### src/rtl/alb_mss_mem_ibp_pkg.sv
// rtl/alb_mss_mem_ibp_pkg.sv - shared widths and helpers for the IBP slice buffer
package alb_mss_mem_ibp_pkg;

  // read + wrap + data_size + burst_size + prot + cache + lock + excl
  localparam int IBP_CMD_CTRL_W = 17;

  function automatic int ibp_cmd_w(input int a_w, input int id_w, input int u_w, input int rg_w);
    return a_w + id_w + u_w + rg_w + IBP_CMD_CTRL_W;
  endfunction

  function automatic int ibp_wr_w(input int d_w);
    return d_w + d_w / 8 + 1;
  endfunction

endpackage

### src/rtl/alb_mss_mem_ibp_fifo.sv
// rtl/alb_mss_mem_ibp_fifo.sv - valid/accept FIFO with zero-latency bypass when empty
module alb_mss_mem_ibp_fifo #(
  parameter int DEPTH = 2,
  parameter int WIDTH = 8
) (
  input  logic             clk,
  input  logic             rst_b,
  input  logic             in_valid,
  output logic             in_accept,
  input  logic [WIDTH-1:0] in_data,
  output logic             out_valid,
  input  logic             out_accept,
  output logic [WIDTH-1:0] out_data,
  output logic             empty
);
  localparam int PW = (DEPTH > 1) ? $clog2(DEPTH) : 1;
  localparam int CW = $clog2(DEPTH + 1);
  localparam logic [PW-1:0] LAST_PTR = PW'(DEPTH - 1);
  localparam logic [CW-1:0] FULL_CNT = CW'(DEPTH);

  logic [WIDTH-1:0] mem [DEPTH];
  logic [PW-1:0]    rd_ptr;
  logic [PW-1:0]    wr_ptr;
  logic [CW-1:0]    count;
  logic             push;
  logic             pop;
  logic             store;
  logic             drop;

  assign empty     = (count == '0);
  assign in_accept = (count != FULL_CNT);
  assign push      = in_valid & in_accept;
  assign out_valid = empty ? in_valid : 1'b1;
  assign out_data  = empty ? in_data : mem[rd_ptr];
  assign pop       = out_valid & out_accept;
  // A push into an empty FIFO that is popped in the same cycle never lands in storage.
  assign store     = push & ~(empty & pop);
  assign drop      = pop & ~empty;

  always_ff @(posedge clk or negedge rst_b) begin
    if (!rst_b) begin
      rd_ptr <= '0;
      wr_ptr <= '0;
      count  <= '0;
    end else begin
      if (store) wr_ptr <= (wr_ptr == LAST_PTR) ? '0 : wr_ptr + PW'(1);
      if (drop)  rd_ptr <= (rd_ptr == LAST_PTR) ? '0 : rd_ptr + PW'(1);
      count <= count + CW'(store) - CW'(drop);
    end
  end

  always_ff @(posedge clk) begin
    if (store) mem[wr_ptr] <= in_data;
  end

endmodule

### src/rtl/alb_mss_mem_ibp_fifo_buf.sv
// rtl/alb_mss_mem_ibp_fifo_buf.sv - IBP cmd/wr/rd slice buffer with write ordering and outstanding-write bound
// Optional buffered read-response channel: ALB_MSS_MEM_IBP_BUF_RD_EN.
module alb_mss_mem_ibp_fifo_buf
  import alb_mss_mem_ibp_pkg::*;
#(
  parameter int id_w      = 5,
  parameter int rg_w      = 1,
  parameter int u_w       = 1,
  parameter int a_w       = 32,
  parameter int d_w       = 32,
  parameter int CMD_DEPTH = 2,
  parameter int WR_DEPTH  = 4,
  parameter int RD_DEPTH  = 4,
  parameter int MAX_WCMD  = 4
) (
  input  logic                            clk,
  input  logic                            rst_b,
  input  logic                            i_ibp_cmd_valid,
  output logic                            i_ibp_cmd_accept,
  input  logic                            i_ibp_cmd_read,
  input  logic [a_w-1:0]                  i_ibp_cmd_addr,
  input  logic                            i_ibp_cmd_wrap,
  input  logic [2:0]                      i_ibp_cmd_data_size,
  input  logic [3:0]                      i_ibp_cmd_burst_size,
  input  logic [1:0]                      i_ibp_cmd_prot,
  input  logic [3:0]                      i_ibp_cmd_cache,
  input  logic                            i_ibp_cmd_lock,
  input  logic                            i_ibp_cmd_excl,
  input  logic [id_w-1:0]                 i_ibp_cmd_id,
  input  logic [u_w-1:0]                  i_ibp_cmd_user,
  input  logic [rg_w-1:0]                 i_ibp_cmd_region,
  input  logic                            i_ibp_wr_valid,
  output logic                            i_ibp_wr_accept,
  input  logic [d_w-1:0]                  i_ibp_wr_data,
  input  logic [d_w/8-1:0]                i_ibp_wr_mask,
  input  logic                            i_ibp_wr_last,
  output logic                            o_ibp_cmd_valid,
  input  logic                            o_ibp_cmd_accept,
  output logic                            o_ibp_cmd_read,
  output logic [a_w-1:0]                  o_ibp_cmd_addr,
  output logic                            o_ibp_cmd_wrap,
  output logic [2:0]                      o_ibp_cmd_data_size,
  output logic [3:0]                      o_ibp_cmd_burst_size,
  output logic [1:0]                      o_ibp_cmd_prot,
  output logic [3:0]                      o_ibp_cmd_cache,
  output logic                            o_ibp_cmd_lock,
  output logic                            o_ibp_cmd_excl,
  output logic [id_w-1:0]                 o_ibp_cmd_id,
  output logic [u_w-1:0]                  o_ibp_cmd_user,
  output logic [rg_w-1:0]                 o_ibp_cmd_region,
  output logic                            o_ibp_wr_valid,
  input  logic                            o_ibp_wr_accept,
  output logic [d_w-1:0]                  o_ibp_wr_data,
  output logic [d_w/8-1:0]                o_ibp_wr_mask,
  output logic                            o_ibp_wr_last,
  output logic                            i_ibp_rd_valid,
  input  logic                            i_ibp_rd_accept,
  output logic [d_w-1:0]                  i_ibp_rd_data,
  output logic                            i_ibp_rd_last,
  output logic                            i_ibp_rd_err,
  input  logic                            o_ibp_rd_valid,
  output logic                            o_ibp_rd_accept,
  input  logic [d_w-1:0]                  o_ibp_rd_data,
  input  logic                            o_ibp_rd_last,
  input  logic                            o_ibp_rd_err,
  output logic [$clog2(MAX_WCMD+1)-1:0]   wcmd_pending,
  output logic                            buf_idle
);
  localparam int CMD_W = ibp_cmd_w(a_w, id_w, u_w, rg_w);
  localparam int WR_W  = ibp_wr_w(d_w);
  localparam int PCW   = $clog2(MAX_WCMD + 1);
  localparam logic [PCW-1:0] WCMD_MAX = PCW'(MAX_WCMD);

  if (CMD_DEPTH < 1 || WR_DEPTH < 1 || RD_DEPTH < 1 || MAX_WCMD < 1 || d_w < 8 || (d_w % 8) != 0)
  begin : g_bad_params
    $error("alb_mss_mem_ibp_fifo_buf: illegal parameter set");
  end

  logic [CMD_W-1:0] cmd_in, cmd_out;
  logic [WR_W-1:0]  wr_in, wr_out;
  logic [PCW-1:0]   pending;
  logic cmd_not_full, wr_not_full;
  logic cmd_empty, wr_empty, rd_empty;
  logic cmd_block, inc, dec, wr_ok;

  assign cmd_in = {i_ibp_cmd_read, i_ibp_cmd_wrap, i_ibp_cmd_data_size, i_ibp_cmd_burst_size,
                   i_ibp_cmd_prot, i_ibp_cmd_cache, i_ibp_cmd_lock, i_ibp_cmd_excl,
                   i_ibp_cmd_id, i_ibp_cmd_user, i_ibp_cmd_region, i_ibp_cmd_addr};
  assign {o_ibp_cmd_read, o_ibp_cmd_wrap, o_ibp_cmd_data_size, o_ibp_cmd_burst_size,
          o_ibp_cmd_prot, o_ibp_cmd_cache, o_ibp_cmd_lock, o_ibp_cmd_excl,
          o_ibp_cmd_id, o_ibp_cmd_user, o_ibp_cmd_region, o_ibp_cmd_addr} = cmd_out;
  assign wr_in = {i_ibp_wr_data, i_ibp_wr_mask, i_ibp_wr_last};
  assign {o_ibp_wr_data, o_ibp_wr_mask, o_ibp_wr_last} = wr_out;

  // Saturation only holds back writes, so the counter can never wrap.
  assign cmd_block        = ~i_ibp_cmd_read & (pending == WCMD_MAX);
  assign i_ibp_cmd_accept = cmd_not_full & ~cmd_block;
  assign inc              = i_ibp_cmd_valid & i_ibp_cmd_accept & ~i_ibp_cmd_read;
  assign wr_ok            = (pending != '0) | inc;
  assign i_ibp_wr_accept  = wr_not_full & wr_ok;
  assign dec              = i_ibp_wr_valid & i_ibp_wr_accept & i_ibp_wr_last;
  assign wcmd_pending     = pending;

  always_ff @(posedge clk or negedge rst_b) begin
    if (!rst_b) begin
      pending <= '0;
    end else if (inc & ~dec) begin
      pending <= pending + PCW'(1);
    end else if (dec & ~inc) begin
      pending <= pending - PCW'(1);
    end
  end

  alb_mss_mem_ibp_fifo #(.DEPTH(CMD_DEPTH), .WIDTH(CMD_W)) u_cmd_fifo (
    .clk        (clk),
    .rst_b      (rst_b),
    .in_valid   (i_ibp_cmd_valid & ~cmd_block),
    .in_accept  (cmd_not_full),
    .in_data    (cmd_in),
    .out_valid  (o_ibp_cmd_valid),
    .out_accept (o_ibp_cmd_accept),
    .out_data   (cmd_out),
    .empty      (cmd_empty)
  );

  alb_mss_mem_ibp_fifo #(.DEPTH(WR_DEPTH), .WIDTH(WR_W)) u_wr_fifo (
    .clk        (clk),
    .rst_b      (rst_b),
    .in_valid   (i_ibp_wr_valid & wr_ok),
    .in_accept  (wr_not_full),
    .in_data    (wr_in),
    .out_valid  (o_ibp_wr_valid),
    .out_accept (o_ibp_wr_accept),
    .out_data   (wr_out),
    .empty      (wr_empty)
  );

`ifdef ALB_MSS_MEM_IBP_BUF_RD_EN
  alb_mss_mem_ibp_fifo #(.DEPTH(RD_DEPTH), .WIDTH(d_w + 2)) u_rd_fifo (
    .clk        (clk),
    .rst_b      (rst_b),
    .in_valid   (o_ibp_rd_valid),
    .in_accept  (o_ibp_rd_accept),
    .in_data    ({o_ibp_rd_data, o_ibp_rd_last, o_ibp_rd_err}),
    .out_valid  (i_ibp_rd_valid),
    .out_accept (i_ibp_rd_accept),
    .out_data   ({i_ibp_rd_data, i_ibp_rd_last, i_ibp_rd_err}),
    .empty      (rd_empty)
  );
`else
  assign i_ibp_rd_valid  = o_ibp_rd_valid;
  assign i_ibp_rd_data   = o_ibp_rd_data;
  assign i_ibp_rd_last   = o_ibp_rd_last;
  assign i_ibp_rd_err    = o_ibp_rd_err;
  assign o_ibp_rd_accept = i_ibp_rd_accept;
  assign rd_empty        = 1'b1;
`endif

  assign buf_idle = cmd_empty & wr_empty & rd_empty & (pending == '0);

endmodule
### config.mk
export PLATFORM = sky130hd
export DESIGN_NAME = alb_mss_mem_ibp_fifo_buf
export DESIGN_NICKNAME = d
export VERILOG_FILES = /design/src/rtl/alb_mss_mem_ibp_pkg.sv /design/src/rtl/alb_mss_mem_ibp_fifo.sv /design/src/rtl/alb_mss_mem_ibp_fifo_buf.sv
export SDC_FILE = /design/constraint.sdc
export NUM_CORES = 1
export LEC_CHECK = 0
export BUFFER_PORTS_ARGS = -buffer_cell sky130_fd_sc_hd__buf_4
export CAP_MARGIN = 40
export CELL_PAD_IN_SITES_DETAIL_PLACEMENT = 1
export CELL_PAD_IN_SITES_GLOBAL_PLACEMENT = 1
export CORE_UTILIZATION = 40
export CTS_CLUSTER_SIZE = 20
export DETAILED_ROUTE_END_ITERATION = 6
export GPL_TIMING_DRIVEN = 0
export MAX_ROUTING_LAYER = met4
export PLACE_DENSITY_LB_ADDON = 0.1
export REMOVE_ABC_BUFFERS = 1
export SETUP_SLACK_MARGIN = 0.1
export SLEW_MARGIN = 20
export SYNTH_ARGS = -nofsm -noshare
export SYNTH_HDL_FRONTEND = slang
export SYNTH_SLANG_ARGS = --single-unit
### constraint.sdc
create_clock -name clk -period 3.8 [get_ports clk]
set_input_delay 0 -clock clk [delete_from_list [all_inputs] [get_ports clk]]
set_output_delay 0 -clock clk [all_outputs]
set_load 0.01 [all_outputs]
### Word-level counts from Yosys, hierarchy flattened

Memories as Yosys holds them, arrays and structs flattened.
Cells that the tools add are included.

| word-level totals | value |
|---|---|
| bits in registers | 14 |
| bits in writable memories | 260 |
| output and inout bits | 137 |
| memories kept | 2 |

| cells by class | value |
|---|---|
| add/subtract/negate cells | 10 |
| eq/ne operators | 5 |
| multiplexer cells | 14 |
| bitwise gates (word level) | 32 |
| reductions and logical operators | 5 |

Memories:

| name | words | width | read ports | clocked after memory_dff | wr ports | line | RTL |
|---|---|---|---|---|---|---|---|
| u_wr_fifo.mem | 4 | 37 | 1 | 0 | 1 | alb_mss_mem_ibp_fifo.sv:21 | `logic [WIDTH-1:0] mem [DEPTH];` |
| u_cmd_fifo.mem | 2 | 56 | 1 | 0 | 1 | alb_mss_mem_ibp_fifo.sv:21 |  |

Operators with widths:

| cell | number |
|---|---|
| $mux 56 | 1 |
| $mux 37 | 1 |
| $and 1x1->1 | 23 |
| $mux 1 | 8 |
| $not 1->1 | 8 |
| $logic_not 3->1 | 2 |
| $mux 3 | 2 |
| $add 2x1->2 const B | 2 |
| $eq 2x2->1 const B | 2 |
| $mux 2 | 2 |
| $add 3x1->3 | 1 |
| $add 3x1->3 const B | 1 |
| $eq 3x3->1 const B | 1 |
| $ne 3x3->1 const B | 1 |
| $reduce_bool 3->1 | 1 |
| $sub 3x1->3 | 1 |
| $sub 3x1->3 const B | 1 |
| $add 1x1->1 const B | 2 |
| $add 2x1->2 | 1 |
| $logic_not 2->1 | 1 |
| $ne 2x2->1 const B | 1 |
| $reduce_bool 2->1 | 1 |
| $sub 2x1->2 | 1 |
| $or 1x1->1 | 1 |

### Logic depth before layout (Yosys ltp)

Gate-level depths: netlist (run 1).

| logic depth | value |
|---|---|
| word-level depth | 15 |
| gate-level depth with buffers | 10 |

### Hierarchy

A second synthesis (run 1) with hierarchy kept.

| second synthesis, totals | value |
|---|---|
| cells, all modules | 664 |
| area total of the unflattened synthesis | 11,609.9 um^2 |

Modules (own cells, without submodules):

| module | times used | cells an instance | area each (um^2) |
|---|---|---|---|
| alb_mss_mem_ibp_fifo (u_wr_fifo) | 1 | 274 | 6,208.5 |
| alb_mss_mem_ibp_fifo (u_cmd_fifo) | 1 | 331 | 4,894.7 |
| alb_mss_mem_ibp_fifo_buf | 1 | 59 | 506.7 |

### Least setup slack after synthesis (run 1)

Ideal clock, no wire load.

| timing | value |
|---|---|
| path kind | register -> register |
| start point | reg pending[2] (netlist: wcmd_pending[2]) |
| end point | mem u_cmd_fifo.mem[0][0] (netlist bit) (enable) |
| arrival | 3.328 ns |
| data required time | 3.330 ns |
| path slack | 0.002 ns |
| cell stages (with the launch flop) | 5 |
| period minus slack after synthesis | 3.798 ns |
| cell sequence | dfrtp_1 > nor4b_1 > nand2b_1 > o21bai_1 > nor2_1 |

| between the ends | value |
|---|---|
| cells in the longest elaborated chain, start to end | 11 |

RTL lines:

| what | line | RTL |
|---|---|---|
| start, declared | alb_mss_mem_ibp_fifo_buf.sv:81 | `logic [PCW-1:0] pending;` |
| start signal, assigned | alb_mss_mem_ibp_fifo_buf.sv:108 | `pending <= pending + PCW'(1);` |
| start signal, assigned | alb_mss_mem_ibp_fifo_buf.sv:110 | `pending <= pending - PCW'(1);` |
| $eq 3x3->1 * | alb_mss_mem_ibp_fifo_buf.sv:96 | `assign cmd_block = ~i_ibp_cmd_read & (pending == WCMD_MAX);` |
| $and 1x1->1 * | alb_mss_mem_ibp_fifo_buf.sv:96 |  |
| $not 1->1 * | alb_mss_mem_ibp_fifo_buf.sv:117 | `.in_valid (i_ibp_cmd_valid & ~cmd_block),` |
| $and 1x1->1 * | alb_mss_mem_ibp_fifo_buf.sv:117 |  |
| $mux 1 | alb_mss_mem_ibp_fifo.sv:33 | `assign out_valid = empty ? in_valid : 1'b1;` |
| $and 1x1->1 | alb_mss_mem_ibp_fifo.sv:35 | `assign pop = out_valid & out_accept;` |
| $and 1x1->1 | alb_mss_mem_ibp_fifo.sv:37 | `assign store = push & ~(empty & pop);` |
| $not 1->1 | alb_mss_mem_ibp_fifo.sv:37 |  |
| $and 1x1->1 * | alb_mss_mem_ibp_fifo.sv:37 |  |
| $mux 1 * | alb_mss_mem_ibp_fifo.sv:53 | `if (store) mem[wr_ptr] <= in_data;` |
| $mux 1 (implied by the code) * | alb_mss_mem_ibp_fifo.sv:53 |  |
| end, declared | alb_mss_mem_ibp_fifo.sv:21 |  |

Every way passes the cells marked *; elsewhere a longest branch is shown, timed or not.

### Worst setup path in the final report (run 1)

| timing | value |
|---|---|
| start point | reg u_wr_fifo.count[2] |
| end point | reg u_wr_fifo.count[2] |

RTL lines:

| what | line | RTL |
|---|---|---|
| start, declared | alb_mss_mem_ibp_fifo.sv:24 | `logic [CW-1:0] count;` |
| start signal, assigned | alb_mss_mem_ibp_fifo.sv:48 | `count <= count + CW'(store) - CW'(drop);` |
| $logic_not 3->1 * | alb_mss_mem_ibp_fifo.sv:30 | `assign empty = (count == '0);` |
| $mux 1 | alb_mss_mem_ibp_fifo.sv:33 |  |
| $and 1x1->1 | alb_mss_mem_ibp_fifo.sv:35 |  |
| $and 1x1->1 * | alb_mss_mem_ibp_fifo.sv:38 | `assign drop = pop & ~empty;` |
| named net u_wr_fifo.drop | alb_mss_mem_ibp_fifo.sv:28 | `logic drop;` |
| $sub 3x1->3 * | alb_mss_mem_ibp_fifo.sv:48 |  |

The timed path passes the listed nets; every way through them passes the cells marked *.
A chain may end at the register's enable or synchronous reset.

==> results of run 1 <==
## registers in the layout, indices dropped and copies added (netlist names)
signal and cells:
u_wr_fifo.count 3, u_cmd_fifo.wr_ptr 1, u_cmd_fifo.count 2, u_cmd_fifo.mem 112, wcmd_pending 3, u_cmd_fifo.rd_ptr 1
u_wr_fifo.mem 148, u_wr_fifo.wr_ptr 2, u_wr_fifo.rd_ptr 2
## cells in the final DEF, fill, tap and decap left out, types with 3 or more instances in the layout
cell           instances
buf_4                202
buf_12                 8
clkinv_2              10
dfrtp_1               11
clkbuf_16             30
clkbuf_1               3
a21oi_1               57
inv_1                 13
xnor2_1                6
nor3_1                 3
nand2_1              113
mux2i_1               56
nor2_1                62
and2_2                 4
dlygate4sd3_1         98
nand2b_1               3
edfxtp_1             260
xor2_1                 3
mux4_2                37
buf_16                 5
ha_1                  10
clkinv_1              10
## worst max-delay path: cells and delay by family, from the launching register on
kind | cells | cell delay [ps]
simple gates | 2 | 940
fa+ha+maj | 3 | 860
buf+inv | 4 | 460
flops | 1 | 450
xor+xnor | 2 | 340
## how the worst max path moves through the flow
stage          cells past startpoint  slack, ps                   end          startpoint
3_5_place_dp                      11        630    u_wr_fifo.count[2]  u_wr_fifo.count[2]
4_1_cts                           11        620    u_wr_fifo.count[2]  u_wr_fifo.count[2]
6_report                          11        650    u_wr_fifo.count[2]  u_wr_fifo.count[2]
5_1_grt                           11        510    u_wr_fifo.count[2]  u_wr_fifo.count[2]
3_3_place_gp                       3      -1740        o_ibp_wr_valid  u_wr_fifo.count[1]
2_1_floorplan                      4          2  u_cmd_fifo.mem[0][0]     wcmd_pending[2]
## kinds of logic after synthesis
group,synth area share [%]
and+or+nand+nor,7.01
xor gates and xnor gates,0.687
adders and majority gates,1.44
muxes,12.6
AOI/OAI and AO/OA,2.85
buffers and inverters,4.34
DFF,71.1
## through the flow
step	cell area (µm²)	worst slack [ps]	setup TNS [ps]	power, mW	utilization, %
floorplan	11000	2.32	0	7.01	-
global placement	13000	-1740	-225250	9.12	46.4
detailed placement	13400	630	0	9.41	47.7
CTS	15200	617	0	12.1	54.3
global route	15200	507	0	12.7	54.4
finish	15200	653	0	12.0	54.4
## timing repair
action	CTS	global route
hold endpoints to repair	280	0
hold buffers	98	0
endpoints found under the setup margin	0	0
## layout make-up
class                   instances  area share [%]
diodes                          2          0.0329
repair buffers                314            18.4
well taps                     378            3.11
multi-input cells             376            18.7
clock buffers                  33            5.00
inverters                      13           0.320
flip-flops and latches        274            53.6
clock inverters                23           0.789
## where the power goes
part           switching (mW)  total, mW  internal, mW
clock                    1.13       2.57          1.44
sequential              0.400       4.45          4.05
combinational            2.52       4.93          2.41
total                    4.06       11.9          7.89
## layer usage
layer	up-vias	wire length (µm)	global-route usage [%]
li1	3218	-	-
met1	3551	11500	23.7
met2	224	14800	35.2
met3	31	2140	6.07
met4	0	384	4.04
met5	-	0	-
==> reports/metrics.csv, run 1 <==
stage,metric,value,unit
outcome,outcome,completed,
critical_path,rrSetupSlack,650,ps
min_path,min_to,i_ibp_rd_data[8],
die,rows,61,
logic_synthesis,synth.cell_area,0.0115,mm²
die,num_io_pins,272,
sta,hold_viol_final,0,
logic_synthesis,synthTopCellsByArea,"edfxtp_1 (68%), mux4_2 (7.3%), mux2i_1 (4.9%)",
job,max_cap_viol_count,0,
sta,setup_viol_count_final,0,
detailed_routing,drc,0,
pwr,ir_drop,0.000398,V
clock_network,path_clk_slew,60,ps
critical_path,cp-end-kind,flip-flop,
global_route,grt_max_degree,71,
critical_path,worstPathMaxFanout,22,
global_route,grt-ovfl-total,0,
critical_path,cp.required,4260,ps
die,dieWidth,171,µm
critical_path,crit_path_frequent_cell,inv_1,
pwr,power.density,785,mW/mm²
detailed_routing,finalWirelength,28800,µm
clock_network,clk_latency,550,ps
critical_path,cp_slowest_cell,or3_2,
critical_path,arrival,3600,ps
finish,layout-drive-gt1-share,30.5,%
sta,worst_slew_pin_slew,668,ps
logic_synthesis,synth-seq-cells,274,
global_route,grt_antenna_before_repair,1,
logic_synthesis,yosysMostFrequentCell,edfxtp_1,
detailed_routing,first_pass_iters,6,
critical_path,r2r_end,u_wr_fifo.count[2],
detailed_routing,wl_per_cell,20.4,µm
clock_network,clock-sinks,274,
logic_synthesis,synth_cells,735,
min_path,whs_path_depth,0,
logic_synthesis,synth_top_area_share,68.0,%
finish,fillers,2684,
finish,stdcell_count,1413,
critical_path,max_stage_delay,770,ps
detailed_routing,drtIter0Drc,302,
detailed_routing,ant_nets,0,
critical_path,reg2reg_from,u_wr_fifo.count[2],
clock_network,cts_setup_buffers,0,
sta,finalClockSkew,10.6,ps
sta,timing.final.crit_share,82.8,%
global_route,track_usage,20.4,%
finish,syn_to_final_growth,32.7,%
pwr,p_leak,5.87,nW
clock_network,cts_tree,yes,
placement,dp_cells,1257,
finish,final_nets,1156,
global_route,grt_pass1_vias,7726,
logic_synthesis,yosysSeqAreaShare,71.1,%
sta,fmax,318,MHz
logic_synthesis,yosys_warnings,0,
logic_synthesis,synth.distinct_cells,33,
die,die_h,171,µm
critical_path,reg2regPathDepth,11,
die,start_util,41.0,%
die,core_area,0.0280,mm²
sta,timing.hold.ws,0.0682,ps
logic_synthesis,synthArstFlopShare,5.11,%
detailed_routing,routed-via-count,7024,
sta,rsz0062_at_grt,no,
critical_path,crit_path_start_kind,flip-flop,
global_route,grt_pass1_wl,43900,µm
clock_network,cts_resized,0,
sta,drv_slew,0,
clock_network,clock_path_buffers,3,
critical_path,cp_cell_sequence,or3_2 -> buf_16 -> nand2_1 -> inv_1 -> ha_1 -> inv_1 -> ha_1 -> inv_1 -> fa_1 -> xnor2_1 -> xnor2_1,
sta,layout_min_cycle_time,3150,ps
finish,multiInputGateArea,0.00285,mm²
critical_path,critPathKind,reg -> reg,
clock_network,clock-root-buffer,clkbuf_16,
min_path,hp-class,in -> out,
clock_network,htree_levels,1,
finish,layout.area.seq,0.00817,mm²
detailed_routing,vias_per_cell,4.97,
logic_synthesis,synth.avg_cell_area,15.6,µm²
placement,place.gp.congestion,0.728,
logic_synthesis,synthFlopType,edfxtp_1,
die,dieArea,0.0294,mm²
logic_synthesis,yosysTopAreaCell,edfxtp_1,
clock_network,numCtsBuffers,30,
placement,place_hpwl,18400,µm
logic_synthesis,synth_edf_count,260,
logic_synthesis,synth.top_cells.by_count,"edfxtp_1 (260), nand2_1 (113), nor2_1 (64)",
sta,relSlewSlack,55.3,%
placement,io_buffers,199,
min_path,min-delay-start,o_ibp_rd_data[8],
No activity file was read; power rests on OpenSTA's default activity.
==> run 2: changes to the inputs <==
--- a/config.mk
+++ b/config.mk
@@ -5,6 +5,7 @@
 export SDC_FILE = /design/constraint.sdc
 export NUM_CORES = 1
 export LEC_CHECK = 0
+export ABC_AREA = 1
 export BUFFER_PORTS_ARGS = -buffer_cell sky130_fd_sc_hd__buf_4
 export CAP_MARGIN = 40
 export CELL_PAD_IN_SITES_DETAIL_PLACEMENT = 1
==> constraint.sdc (replaced) <==
create_clock -name clk -period 2.9 [get_ports clk]
set_input_delay 0 -clock clk [delete_from_list [all_inputs] [get_ports clk]]
set_output_delay 0 -clock clk [all_outputs]
set_load 0.01 [all_outputs]
==> run 2 against run 1 <==
  * Critical path depth shrank 4
  * Setup slack got worse by 200 ps
  * Via count grew 18%
  * Count of clock-buffer cells in the layout increased by 13
  * Power increased by 37%
  * Register-to-register slack worse by 200 ps
==> reports/metrics.csv, run 2 <==
stage,metric,value,unit
pwr,p_int,10.5,mW
global_route,grt_max_degree,76,
critical_path,arrival,2690,ps
finish,layout-drive-gt1-share,20.8,%
pwr,switching_power,5.92,mW
die,die_h,174,µm
logic_synthesis,synthFlopType,edfxtp_1,
die,dieWidth,174,µm
logic_synthesis,synthArstFlopShare,5.11,%
clock_network,cts_setup_buffers,0,
logic_synthesis,yosysTopAreaCell,edfxtp_1,
pwr,power.density,1050,mW/mm²
finish,final_nets,1442,
global_route,grt-busiest-layer,met2,
sta,timing.final.crit_share,84.4,%
placement,io_buffers,199,
clock_network,clock_path_buffers,3,
detailed_routing,first_pass_iters,4,
die,core_area,0.0289,mm²
clock_network,htree_levels,1,
critical_path,crit_path_start_kind,flip-flop,
finish,largestRegisters,"u_wr_fifo.mem (148), u_cmd_fifo.mem (112)",
sta,setup_viol_count_final,0,
clock_network,numCtsBuffers,30,
global_route,grt_use_met3,6.95,%
pwr,pwr-share-seq,35.4,%
finish,final_area,0.0157,mm²
detailed_routing,wl_per_cell,17.5,µm
critical_path,reg2regPathDepth,7,
sta,layout_min_cycle_time,2450,ps
finish,largest_reg_flops,148,
clock_network,clock-root-buffer,clkbuf_16,
die,dieArea,0.0302,mm²
finish,fin_util,54.3,%
critical_path,crit_buf_inv,1,
min_path,hp-class,in -> out,
global_route,grt_antenna_before_repair,2,
logic_synthesis,synth_top_area_share,66.2,%
min_path,whs_path_depth,0,
pwr,ir_drop,0.000462,V
critical_path,worstPathMaxFanout,20,
detailed_routing,routed-via-count,8316,
clock_network,path_clk_slew,60,ps
clock_network,clock-sinks,274,
detailed_routing,vias_per_cell,4.88,
critical_path,cp_slowest_cell,nor2_4,
global_route,track_usage,20.3,%
sta,worst_slew_pin_slew,687,ps
sta,setup-tns-final,0,ps
critical_path,max_stage_delay,640,ps
critical_path,crit_path_frequent_cell,nand2_1,
critical_path,critPathKind,reg -> reg,
logic_synthesis,synth-seq-cells,274,
sta,fmax,409,MHz
detailed_routing,ant_nets,0,
logic_synthesis,synth_edf_count,260,
logic_synthesis,synth.distinct_cells,32,
clock_network,cts_tree,yes,
global_route,grt-ovfl-total,0,
critical_path,cp.required,3140,ps
finish,layout_commonest_cell,edfxtp_1,
pwr,combPwrFrac,43.1,%
placement,place.gp.congestion,0.692,
logic_synthesis,synth_cells,1035,
outcome,outcome,completed,
logic_synthesis,synth.avg_cell_area,11.4,µm²
die,num_io_pins,272,
sta,drv_slew,0,
finish,final_cell_mix,"edfxtp_1 (260), buf_4 (199), nor2_1 (190), o21ai_0 (181), nand2_1 (131)",
logic_synthesis,yosysSeqAreaShare,69.2,%
die,start_util,40.9,%
sta,rsz0062_at_grt,no,
logic_synthesis,synth.top_cells.by_count,"edfxtp_1 (260), nor2_1 (196), o21ai_0 (181)",
global_route,grt_pass1_wl,46700,µm
critical_path,cp_cell_sequence,nor2_1 -> nand2_1 -> nand4_1 -> nand2_1 -> nand4_2 -> nor2_4 -> buf_12,
sta,hold_viol_final,0,
clock_network,cts_resized,0,
finish,largest-register,u_wr_fifo.mem,
global_route,grt_pass1_vias,8657,
logic_synthesis,yosys_warnings,0,
placement,post_dp_cell_area,0.0137,mm²
job,max_cap_viol_count,0,
clock_network,clk_latency,540,ps
detailed_routing,drc,0,
placement,place_hpwl,19300,µm
logic_synthesis,synthTopCellsByArea,"edfxtp_1 (66%), o21ai_0 (7.7%), nor2_1 (6.2%)",
pwr,p_leak,6.04,nW
global_route,grt_use_met2,33.0,%
critical_path,path_delay_family,simple AND/OR/NAND/NOR gates,
sta,relSlewSlack,54.2,%
pwr,finalPower,16.4,mW
critical_path,cp-end-kind,flip-flop,
detailed_routing,drtIter0Drc,364,
pwr,switching_share,36.0,%
logic_synthesis,synth.cell_area,0.0118,mm²
die,rows,62,
global_route,use_met1,24.4,%
pwr,p_clk_share,21.5,%
detailed_routing,finalWirelength,29900,µm
critical_path,path_depth,7,
finish,syn_to_final_growth,33.0,%
logic_synthesis,yosysMostFrequentCell,edfxtp_1,
sta,finalClockSkew,15.5,ps
-- run 2: changes by cell type after synthesis, moves of 4 or more --
cell / before / now
a31oi_1: 0 / 36
clkbuf_1: 9 / 19
buf_4: 38 / 43
o21ai_1: 0 / 6
inv_1: 13 / 78
mux2i_1: 56 / 0
nor2_1: 64 / 196
a21oi_1: 57 / 1
mux4_2: 37 / 0
nand2_1: 113 / 131
buf_6: 1 / 5
and2_2: 4 / 0
o21ai_0: 2 / 181
-- run 2: path summary, 6_finish.rpt --
check / from / end / slack [ps]
max: wcmd_pending[0] / u_wr_fifo.mem[3][29] / 450
min: o_ibp_rd_data[18] / i_ibp_rd_data[18] / 0.01
max reg2reg: wcmd_pending[0] / u_wr_fifo.mem[3][29] / 450
min reg2reg: u_cmd_fifo.wr_ptr / u_cmd_fifo.wr_ptr / 560
max in group asynchronous: rst_b / u_cmd_fifo.rd_ptr / 2020
min in group asynchronous: rst_b / wcmd_pending[1] / 470
-- run 2: stage by stage --
stage	setup WS, ps	std cells	hold slack, ps
final	453	1705	0.0132
after global routing	260	1705	0.0665
after CTS	260	1701	0.0686
after detailed placement	288	1545	-118
after global placement	-3170	1526	-127
after floorplan	-1130	943	-296
-- run 2: cell families (layout without fill, tap and decap cells) --
logic type / Yosys count / after routing / share of synthesized area (%)
muxes: 1 / 1 / 0.0955
buffers and inverters: 173 / 457 / 7.45
xor gates and xnor gates: 8 / 8 / 0.594
other: 0 / 2 / 0
AOI/OAI and AO/OA: 228 / 228 / 10.1
and+or+nand+nor: 339 / 339 / 11.1
DFF: 274 / 274 / 69.2
adders and majority gates: 12 / 12 / 1.40
-- run 2: layout make-up --
cell class / instances / area, µm²
Clock inverter: 10 / 67.6
Fill cell: 3054 / 13200
Sequential cell: 274 / 8170
Multi-Input combinational cell: 588 / 2810
Tap cell: 384 / 480
Clock buffer: 46 / 842
Timing Repair Buffer: 320 / 3000
Inverter: 81 / 309
Antenna cell: 2 / 5.00
-- run 2: power groups by stage --
stage / sequential [mW] / combinational (mW) / clock, mW
final: 5.82 / 7.08 / 3.53
after detailed placement: 5.91 / 7.03 / 0
after global routing: 5.91 / 7.85 / 3.75
after floorplan: 5.96 / 3.21 / 0
after CTS: 5.83 / 7.18 / 3.62
after global placement: 6.25 / 6.08 / 0
-- run 2: layer usage --
metal | wire (µm) | vias to the layer above | part of all wire [%]
li1 | - | 4048 | -
met1 | 12700 | 3982 | 42
met2 | 14300 | 246 | 48
met3 | 2460 | 40 | 8.2
met4 | 490 | 0 | 1.6
met5 | 0 | - | 0
-- run 2: what timing repair did --
item                                    CTS  global route
endpoints found under the setup margin    0             0
hold buffers                            100             0
endpoints found under the hold margin   283             0
